File: src/rtl/fetch_prefetch.sv
// fetch_prefetch: sequential PC generator with handshaked imem requests and a
// credit-limited prefetch queue feeding decode; redirects flush and squash in-flight words.
module fetch_prefetch #(
  parameter int ADDR_W = 32,
  parameter int DEPTH = 4,
  parameter int MAX_OUT = 2,
  parameter logic [ADDR_W-1:0] RESET_PC = ADDR_W'(32'h0000_3000)
) (
  input  logic              clk,
  input  logic              rst,
  output logic              imem_req,
  output logic [ADDR_W-1:0] imem_addr,
  input  logic              imem_gnt,
  input  logic              imem_rvalid,
  input  logic [31:0]       imem_rdata,
  input  logic              redirect_valid,
  input  logic [ADDR_W-1:0] redirect_pc,
  output logic              dec_valid,
  input  logic              dec_ready,
  output logic [31:0]       dec_inst,
  output logic [ADDR_W-1:0] dec_pc,
  output logic              misalign
);
  localparam int PW = $clog2(DEPTH);
  localparam int CW = PW + 1;
  logic [ADDR_W-1:0] fetch_pc, resp_pc, q_pc [DEPTH];
  logic [31:0]       q_inst [DEPTH];
  logic [CW-1:0]     count, outstanding, discard_cnt;
  logic [PW-1:0]     head, tail;
  logic              issue, keep, pop;
  assign imem_req  = !rst && !redirect_valid && (count + outstanding) < CW'(DEPTH) && outstanding < CW'(MAX_OUT);
  assign imem_addr = fetch_pc;
  assign issue     = imem_req && imem_gnt;
  assign keep      = imem_rvalid && discard_cnt == '0 && !redirect_valid;
  assign dec_valid = count != '0;
  assign pop       = dec_valid && dec_ready && !redirect_valid;
  assign dec_inst  = q_inst[head];
  assign dec_pc    = q_pc[head];
  always_ff @(posedge clk or posedge rst) begin
    if (rst) begin
      fetch_pc    <= RESET_PC;
      resp_pc     <= RESET_PC;
      count       <= '0;
      outstanding <= '0;
      discard_cnt <= '0;
      head        <= '0;
      tail        <= '0;
      misalign    <= 1'b0;
      for (int i = 0; i < DEPTH; i++) begin
        q_inst[i] <= '0;
        q_pc[i]   <= RESET_PC;
      end
    end else begin
      outstanding <= outstanding + CW'(issue) - CW'(imem_rvalid);
      misalign    <= redirect_valid && |redirect_pc[1:0];
      if (redirect_valid) begin
        // everything still in flight after this cycle belongs to the old path
        fetch_pc    <= {redirect_pc[ADDR_W-1:2], 2'b00};
        resp_pc     <= {redirect_pc[ADDR_W-1:2], 2'b00};
        count       <= '0;
        tail        <= head;
        discard_cnt <= outstanding - CW'(imem_rvalid);
      end else begin
        if (issue) fetch_pc <= fetch_pc + ADDR_W'(4);
        if (imem_rvalid && discard_cnt != '0) discard_cnt <= discard_cnt - CW'(1);
        if (keep) begin
          q_inst[tail] <= imem_rdata;
          q_pc[tail]   <= resp_pc;
          tail         <= tail + PW'(1);
          resp_pc      <= resp_pc + ADDR_W'(4);
        end
        if (pop) head <= head + PW'(1);
        count <= count + CW'(keep) - CW'(pop);
      end
    end
  end
endmodule

File: config.mk
export PLATFORM = sky130hd
export DESIGN_NAME = fetch_prefetch
export DESIGN_NICKNAME = d
export VERILOG_FILES = /design/src/rtl/fetch_prefetch.sv
export SDC_FILE = /design/constraint.sdc
export NUM_CORES = 1
export LEC_CHECK = 0
export BUFFER_PORTS_ARGS = -buffer_cell sky130_fd_sc_hd__buf_2
export CAP_MARGIN = 0
export CORE_MARGIN = 8
export CORE_UTILIZATION = 27
export CTS_CLUSTER_SIZE = 14
export DETAILED_ROUTE_END_ITERATION = 16
export PLACE_DENSITY = 0.46
export REMOVE_ABC_BUFFERS = 1
export SETUP_SLACK_MARGIN = 0.2
export SLEW_MARGIN = 20
export SYNTH_ARGS = -nofsm -noshare
export SYNTH_HDL_FRONTEND = slang
export SYNTH_SLANG_ARGS = --single-unit
File: constraint.sdc
create_clock -name clk -period 20 [get_ports clk]
set_input_delay 4 -clock clk [delete_from_list [all_inputs] [get_ports clk]]
set_output_delay 4 -clock clk [all_outputs]
set_load 0.02 [all_outputs]
==> results_dict.tcl, run 1 <==
set metrics [dict create \
    status "finished, final reports clean" \
    setup_viol 0 \
    die-area_mm2 0.0632 \
    synth_edf_count 0 \
    grt_pass1_vias 10100 \
    syn_to_final_growth_pct 19.1 \
    fin_skew_ns 0.0254 \
    clock_latency_ns 0.56 \
    diodes 0 \
    max-cap-violations 0 \
    cp.arrival_ns 5.15 \
    synthDistinctLibCells 60 \
    min_path_type "register to register" \
    hold_ws_ns 0.481 \
    postSynthAreaPerCell_um2 13.8 \
    final_util 0.324 \
    postCtsSetupRepairBufs 0 \
    finalMaxSlewViolations 0 \
    async_reset_ff_frac 1.00 \
    cp-startpoint "redirect_valid" \
    yosysTopAreaCell "dfrtp_1" \
    synthFlopType "dfrtp_1" \
    grt_max_degree 161 \
    synth_compound_area_frac 0.0450 \
    overflow 0 \
    rows 86 \
    worstPathRequired_ns 16.00 \
    routabilityCongestion 0.758 \
    synthAdderAreaFrac 0.0161 \
    r2r_start "count[1]" \
    final.period_utilization 0.458 \
    synth_top_family_by_area "multiplexers" \
    cts_resized 0 \
    startpoint_type "input port" \
    synthTopCellsByArea "dfrtp_1 (52%), mux2_2 (18%), mux4_2 (9.3%), dfstp_2 (2.1%), o21ai_0 (1.9%)" \
    post-dp-hpwl_mm 25.9 \
    synth.ff_latch_count 322 \
    rr_worst_depth 12 \
    r2r_end "outstanding[2]" \
    finalHoldViolations 0 \
    ctsHtreeMaxLevel 2 \
    dr.first_iter.drc_count 464 \
    cts_root_buffer "clkbuf_16" \
    peakVddDrop_v 0.0000607 \
    dieWidth_um 251 \
    synthSimpleGateAreaFrac 0.0672 \
    fin_tns_setup_ns 0 \
    port_buffers 164 \
    cts.reportedPaths.clkPinSlew_ns 0.06 \
    grt_usage 0.127 \
    dr.pass1.iters 4 \
    nets 1327 \
    post-route-drc-count 0 \
    cts_max_path_buffers 3 \
    slew_headroom 0.299 \
    coreArea_mm2 0.0550 \
    ys_seq_area_frac 0.540 \
    antenna_found_initial 4 \
    critPathCapture "imem_req" \
    worstMarginPinSlew_ns 1.05 \
    yosys_warnings 0 \
    path_class "input port to output port" \
    synthXorXnorAreaFrac 0.0240 \
    num_vias 9485 \
    syn_inst 1087 \
    pwr_density_cell_mw_per_mm2 148 \
    cp_max_fo 68 \
    ios 169 \
    die_h_um 251 \
    synthMuxAreaShare 0.277 \
    grt_pass1_wl_mm 62.8 \
    viasPerCell 4.72 \
    synth.top_cell.area_share 0.519 \
    wirelength_mm 40.0 \
    leakagePower_uw 0.00820 \
    final_common_cell "dfrtp_1" \
    synthesis.area_mm2 0.0150 \
    rsz0062_at_grt "no" \
    fmax_mhz 109 \
    endpoint_kind "output port" \
    finalCriticalPeriod_ns 9.15 \
    antenna_left 0 \
    cts_buffers 40 \
    wire_per_inst_um 19.9 \
    layout-drive-gt1-share 0.455 \
    hold_buffers 0 \
    start_util 0.272 \
    rrSetupSlack_ns 15.75 \
    layout_common_cells "dfrtp_1 (308), mux2_2 (243), buf_2 (164)" \
    cts_num_sinks 322 \
    cts_tree "yes" \
]
==> sequential cells by signal, summed over array words and instances, names as in the netlist <==
register     count
resp_pc         30
q_inst         128
q_pc           120
head             2
tail             2
outstanding      3
discard_cnt      3
misalign         1
count            3
imem_addr       30
==> metrics by stage <==
step	setup WS [ns]	power, uW	area, um^2	std cells
after detailed placement	10.84	1960	16500	1944
after CTS	10.84	2680	17800	2010
after global routing	10.76	2800	17800	2011
after floorplan	7.11	1670	14600	1019
after global placement	10.85	1940	16500	1944
final	10.85	2630	17800	2011
==> how the worst min path moves through the flow <==
stage | start | endpoint | depth (start not counted)
global placement | q_pc[100] | q_pc[100] | 2
finish | q_pc[61] | q_pc[61] | 2
detailed placement | q_pc[100] | q_pc[100] | 2
CTS | q_pc[100] | q_pc[100] | 2
floorplan | q_pc[36] | q_pc[36] | 2
global route | q_inst[20] | q_inst[20] | 1
==> critical path, stage by stage <==
cell     delay, ns
buf_2         0.08
buf_4         0.55
nor3b_1       0.16
and2_1        0.20
buf_2         0.15
==> report_power, final <==
part / switching (uW) / leakage (uW) / internal, uW / total (uW)
sequential: 159 / 0.00414 / 900 / 1060
clock: 280 / 0.000629 / 422 / 702
combinational: 425 / 0.00343 / 444 / 868
==> per-layer routing <==
layer	global-route usage	routed length, um	part of all wire
met2	0.200	18400	0.46
met4	0.0284	669	0.017
met5	0	13	0.00033
met1	0.173	18600	0.47
met3	0.0374	2300	0.058
==> cells in the mapped netlist (12+ instances only) <==
master and instances:
buf_2 33, clkbuf_1 23, dfrtp_1 310, dfstp_2 12, ha_1 16, inv_1 26, mux2_2 243, mux4_2 62
nand2_1 72, nand3_1 27, nand4_1 20, nor2_1 21, o211ai_1 12, o21ai_0 56, xnor2_1 13, xor2_1 28
==> cell families (layout without fill, tap and decap cells) <==
logic type                 count (synthesis)  after routing
and+or+nand+nor                          194            194
AOI/OAI and AO/OA                        107            107
muxes                                    306            306
adders and majority gates                 18             18
buffers and inverters                     98            271
xor gates and xnor gates                  41             41
DFF                                      322            322
other                                      1              4
==> final cells by class <==
| cell class | instances | area, um^2 |
|---|---|---|
| well taps | 748 | 936 |
| flip-flops and latches | 322 | 8080 |
| fillers | 5541 | 37200 |
| clock inverters | 5 | 40.0 |
| inverters | 27 | 109 |
| multi-input cells | 670 | 6460 |
| clock buffers | 61 | 1230 |
| repair buffers | 178 | 958 |
(Power assumes the default switching activity.)
==> run 2: changes to the inputs <==
- ABC_AREA: not set -> 1
- clock period: 20 -> 9.3 ns (I/O delays scaled with it)
==> run 2 against run 1 <==
  * Critical path depth is 3 higher
  * Wire length grew 23%
  * Combinational power increased to 2.6 times the previous value
  * Sequential share of layout area is 1.6 points lower
  * Final cell count rose by 44%
  * Power increased by 130%
  * Clock power grew 130%
  * Sequential power is 120% higher
  * Critical path type unchanged
  * Synthesized area increased by 6.4%
  * Global-route usage rose by 1.8 points
  * Highest routed layer unchanged
  * Hold slack lost 0.0057 ns
==> results_dict.tcl, run 2 <==
set metrics [dict create \
    synth_edf_count 0 \
    fillers 6335 \
    final_common_cell "nand2_1" \
    ff_latch_area_mm2 0.00808 \
    hold_buffers 0 \
    pwr_density_cell_mw_per_mm2 335 \
    fmax_mhz 184 \
    ctsHtreeMaxLevel 2 \
    cts.reportedPaths.clkPinSlew_ns 0.05 \
    startpoint_type "input port" \
    cts_root_buffer "clkbuf_16" \
    syn_to_final_growth_pct 16.0 \
    grt_max_degree 145 \
    leakagePower_uw 0.00873 \
    largest-register "q_inst" \
    max-cap-violations 0 \
    viasPerCell 4.70 \
    cts_resized 0 \
    ios 169 \
    layout_common_cells "nand2_1 (567), o21ai_0 (308), dfrtp_1 (308)" \
    endpoint_kind "output port" \
    routabilityCongestion 0.849 \
    rsz0062_at_grt "no" \
    layout.cells.non_filler 2904 \
    synthTopCellsByArea "dfrtp_1 (49%), nand2_1 (13%), o21ai_0 (9.7%), nor2_1 (5.1%), nand3_1 (3.2%)" \
    reg_top3 "q_inst x128, q_pc x120" \
    grt_pass1_wl_mm 78.3 \
    dp.cells 2835 \
    yosysTopAreaCell "dfrtp_1" \
    synthFlopType "dfrtp_1" \
    wirelength_mm 49.0 \
    cts_max_path_buffers 3 \
    ys_seq_area_frac 0.507 \
    cts_num_sinks 322 \
    coreArea_mm2 0.0587 \
    worstMarginPinSlew_ns 0.944 \
    synth.ff_latch_count 322 \
    final.period_utilization 0.583 \
    netlist_top_cells_count "nand2_1 (567), dfrtp_1 (310), o21ai_0 (308), nor2_1 (215), inv_1 (121)" \
    yosysMostFrequentCell "nand2_1" \
    fin_skew_ns 0.00724 \
    final_util 0.315 \
    postSynthAreaPerCell_um2 7.96 \
    clock_latency_ns 0.55 \
    status "finished, final reports clean" \
    async_reset_ff_frac 1.00 \
    synthesis.area_mm2 0.0159 \
    setup_viol 0 \
    cts_tree "yes" \
    synthDistinctLibCells 37 \
    die_h_um 259 \
    post-route-drc-count 0 \
    path_class "input port to output port" \
    diodes 0 \
    grt_pass1_vias 13700 \
    slew_headroom 0.371 \
    yosys_warnings 0 \
    dr.first_iter.drc_count 1140 \
    hold_ws_ns 0.475 \
    cp_max_fo 44 \
    dieWidth_um 259 \
    synth.top_cell.area_share 0.488 \
    layout-drive-gt1-share 0.131 \
    antenna_left 0 \
    cts_buffers 40 \
    multiInputGateArea_mm2 0.00667 \
    min_path_type "register to register" \
    dr.pass1.iters 7 \
    total_power_uw 6180 \
    grt_usage 0.146 \
    antenna_found_initial 1 \
    nets 2192 \
    start_util 0.271 \
    largest_register_ffs 128 \
    finalHoldViolations 0 \
    num_vias 13600 \
    fin_tns_setup_ns 0 \
    syn_inst 1998 \
    finalCriticalPeriod_ns 5.42 \
    rows 89 \
    postCtsSetupRepairBufs 0 \
    finalMaxSlewViolations 0 \
    wire_per_inst_um 16.9 \
    worstPathRequired_ns 7.44 \
    die-area_mm2 0.0670 \
    overflow 0 \
    peakVddDrop_v 0.000182 \
    cp.arrival_ns 3.56 \
    port_buffers 164 \
    post-dp-hpwl_mm 31.2 \
]
## run 2: critical path, stage by stage
cell and delay, ns:
buf_2 0.10, buf_4 0.27, inv_2 0.64, nand2_1 0.13, nor2_2 0.18, nand3_1 0.12
inv_1 0.07, buf_2 0.15
## run 2: cell type report
type,count,share of cell area
Timing Repair Buffer,175,0.0496
Tap cell,773,0.0524
Clock buffer,59,0.0641
Sequential cell,322,0.438
Clock inverter,10,0.00827
Multi-Input combinational cell,1437,0.362
Inverter,128,0.0266
## run 2: stage by stage
step                      instance area (um^2)  setup slack, ns
after floorplan                          15200            -1.45
after global placement                   17100             3.81
after detailed placement                 17100             3.81
after CTS                                18500             3.81
after global routing                     18500             3.72
final                                    18500             3.88
## run 2: worst paths after layout
path	depth (start not counted)	end	startpoint	slack, ns
setup / recovery	8	imem_req	redirect_valid	3.88
hold / removal	2	q_pc[108]	q_pc[108]	0.48
setup reg to reg	8	q_pc[57]	discard_cnt[0]	6.53
hold reg to reg	2	q_pc[108]	q_pc[108]	0.48
max in group asynchronous	3	q_inst[111]	rst	6.34
min in group asynchronous	2	outstanding[0]	rst	1.48
## run 2: power by group
group	leakage [uW]	switching [uW]	internal, uW
clock	0.000657	610	987
combinational	0.00391	1510	752
sequential	0.00417	369	1950
total	0.00873	2490	3690
## run 2: kinds of logic after synthesis
family | after synthesis | synth area share
adder cells (fa/ha/maj) | 18 | 0.0151
flip-flops | 322 | 0.507
AND/OR/NAND/NOR | 918 | 0.236
AO/OA/AOI/OAI | 477 | 0.157
other | 1 | 0.000236
buffers and inverters | 242 | 0.0739
XOR/XNOR | 20 | 0.0110
## run 2: metal layers
metal,track usage,share of wire
met5,0,0.00016
met2,0.231,0.44
met1,0.201,0.49
met4,0.0373,0.023
met3,0.0305,0.050
==> run 3: changes to the inputs <==
- ABC_AREA: 1 -> 0
- PLACE_DENSITY: 0.46 -> 0.47
- clock period: 9.3 -> 4.5 ns (I/O delays scaled with it)
==> run 3 against run 2 <==
  * Core utilization up 1.2 points
  * Power up 92%
  * Clock power up 100%
  * Non-clock buffer count is 11 higher
  * Sequential share of layout area is 1.2 points higher
  * Clock skew is 0.018 ns higher
==> results_dict.tcl, run 3 (synthesis gave the netlist of run 1 again) <==
set metrics [dict create \
    grt_pass1_vias 10200 \
    nets 1334 \
    cts_max_path_buffers 3 \
    largest-register "q_inst" \
    clock_latency_ns 0.56 \
    viasPerCell 4.70 \
    cts_num_sinks 322 \
    overflow 0 \
    rows 86 \
    port_buffers 164 \
    peakVddDrop_v 0.000241 \
    ios 169 \
    reg_top3 "q_inst x128, q_pc x120" \
    path_class "register to output port" \
    dr.pass1.iters 5 \
    cts_root_buffer "clkbuf_16" \
    setup_viol 0 \
    post-dp-hpwl_mm 27.0 \
    layout_common_cells "dfrtp_1 (308), mux2_2 (243), buf_2 (164)" \
    stdcell_area_mm2 0.0180 \
    place_area_mm2 0.0166 \
    fin_skew_ns 0.0254 \
    grt_usage 0.129 \
    fmax_mhz 289 \
    crit_family "flip-flops" \
    fin_ws_ns 1.04 \
    cts_resized 0 \
    finalHoldViolations 0 \
    die_h_um 251 \
    cp_max_fo 24 \
    max-cap-violations 0 \
    cpPeakStageDelay_ns 0.81 \
    ctsHtreeMaxLevel 2 \
    layout-drive-gt1-share 0.460 \
    status "finished, final reports clean" \
    pwr_density_cell_mw_per_mm2 660 \
    cts_buffers 39 \
    finalMaxSlewViolations 0 \
    rsz0062_at_grt "no" \
    crit_chain "buf_4 -> mux4_2 -> buf_2" \
    die-area_mm2 0.0632 \
    worstPathRequired_ns 3.60 \
    coreArea_mm2 0.0550 \
    cp_slowest_cell "dfrtp_4" \
    final.period_utilization 0.768 \
    rrSetupSlack_ns 1.75 \
    leakagePower_uw 0.00827 \
    final_common_cell "dfrtp_1" \
    num_vias 9515 \
    min_path_type "input port to asynchronous set/reset pin" \
    antenna_found_initial 5 \
    startpoint_type "register" \
    post-route-drc-count 0 \
    cts.reportedPaths.clkPinSlew_ns 0.06 \
    finalCriticalPeriod_ns 3.46 \
    wire_per_inst_um 20.1 \
    cts_tree "yes" \
    final_util 0.327 \
    worstMarginPinSlew_ns 0.786 \
    largest_register_ffs 128 \
    routabilityCongestion 0.771 \
    diodes 0 \
    wirelength_mm 40.8 \
    slew_headroom 0.472 \
    hold_buffers 0 \
    preCtsSetupSlack_ns 1.20 \
    syn_to_final_growth_pct 20.1 \
    postCtsSetupRepairBufs 0 \
    grt_pass1_wl_mm 63.3 \
    antenna_left 0 \
    grt_max_degree 99 \
    fin_tns_setup_ns 0 \
    dieWidth_um 251 \
    critPathBufInv 2 \
    dr.first_iter.drc_count 404 \
    endpoint_kind "output port" \
    start_util 0.272 \
    cp.arrival_ns 2.56 \
]
run 3: cell count changes in the layout (fill, tap and decap cells not counted), moves of 76 or more:
cell	before	now
o21ai_0	308	56
nor2_1	215	21
o21ai_1	89	0
nand2_1	567	72
inv_1	119	25
nand3_1	103	27
mux2_2	0	243
run 3: final timing paths:
path	startpoint	endpoint	cells past startpoint
max	head[0]	dec_pc[3]	3
min	rst	imem_addr[20]	2
max reg2reg	outstanding[1]	outstanding[2]	12
min reg2reg	q_pc[36]	q_pc[36]	2
max in group asynchronous	rst	q_inst[101]	3
min in group clk	q_pc[36]	q_pc[36]	2
run 3: cell type report:
cell class / instances / area (um^2)
Clock inverter: 14 / 188
Timing Repair Buffer: 186 / 1060
Sequential cell: 322 / 8080
Tap cell: 748 / 936
Inverter: 27 / 109
Clock buffer: 58 / 1140
Multi-Input combinational cell: 670 / 6460
Fill cell: 5515 / 37000
run 3: where the power goes:
group          internal, uW  total (uW)  switching (uW)
logic                  1990        3870            1880
registers              4000        4750             753
clock network          1990        3240            1260
run 3: stage by stage:
step / total power [uW] / std cells / hold WS, ns
2_1_floorplan: 7410 / 1019 / 0.445
6_report: 11900 / 2025 / 0.463
3_5_place_dp: 8780 / 1953 / 0.470
3_3_place_gp: 8670 / 1953 / 0.460
5_1_grt: 12600 / 2025 / 0.512
4_1_cts: 12100 / 2025 / 0.483
run 3: metal layers:
layer  vias to the layer above  wire [um]  share of wire  global-route usage
li1                       4317          -              -                   -
met5                         -          8        0.00020                   0
met2                       219      18700           0.46               0.206
met3                        56       2360          0.058              0.0318
met1                      4921      19000           0.47               0.175
met4                         2        753          0.018              0.0346
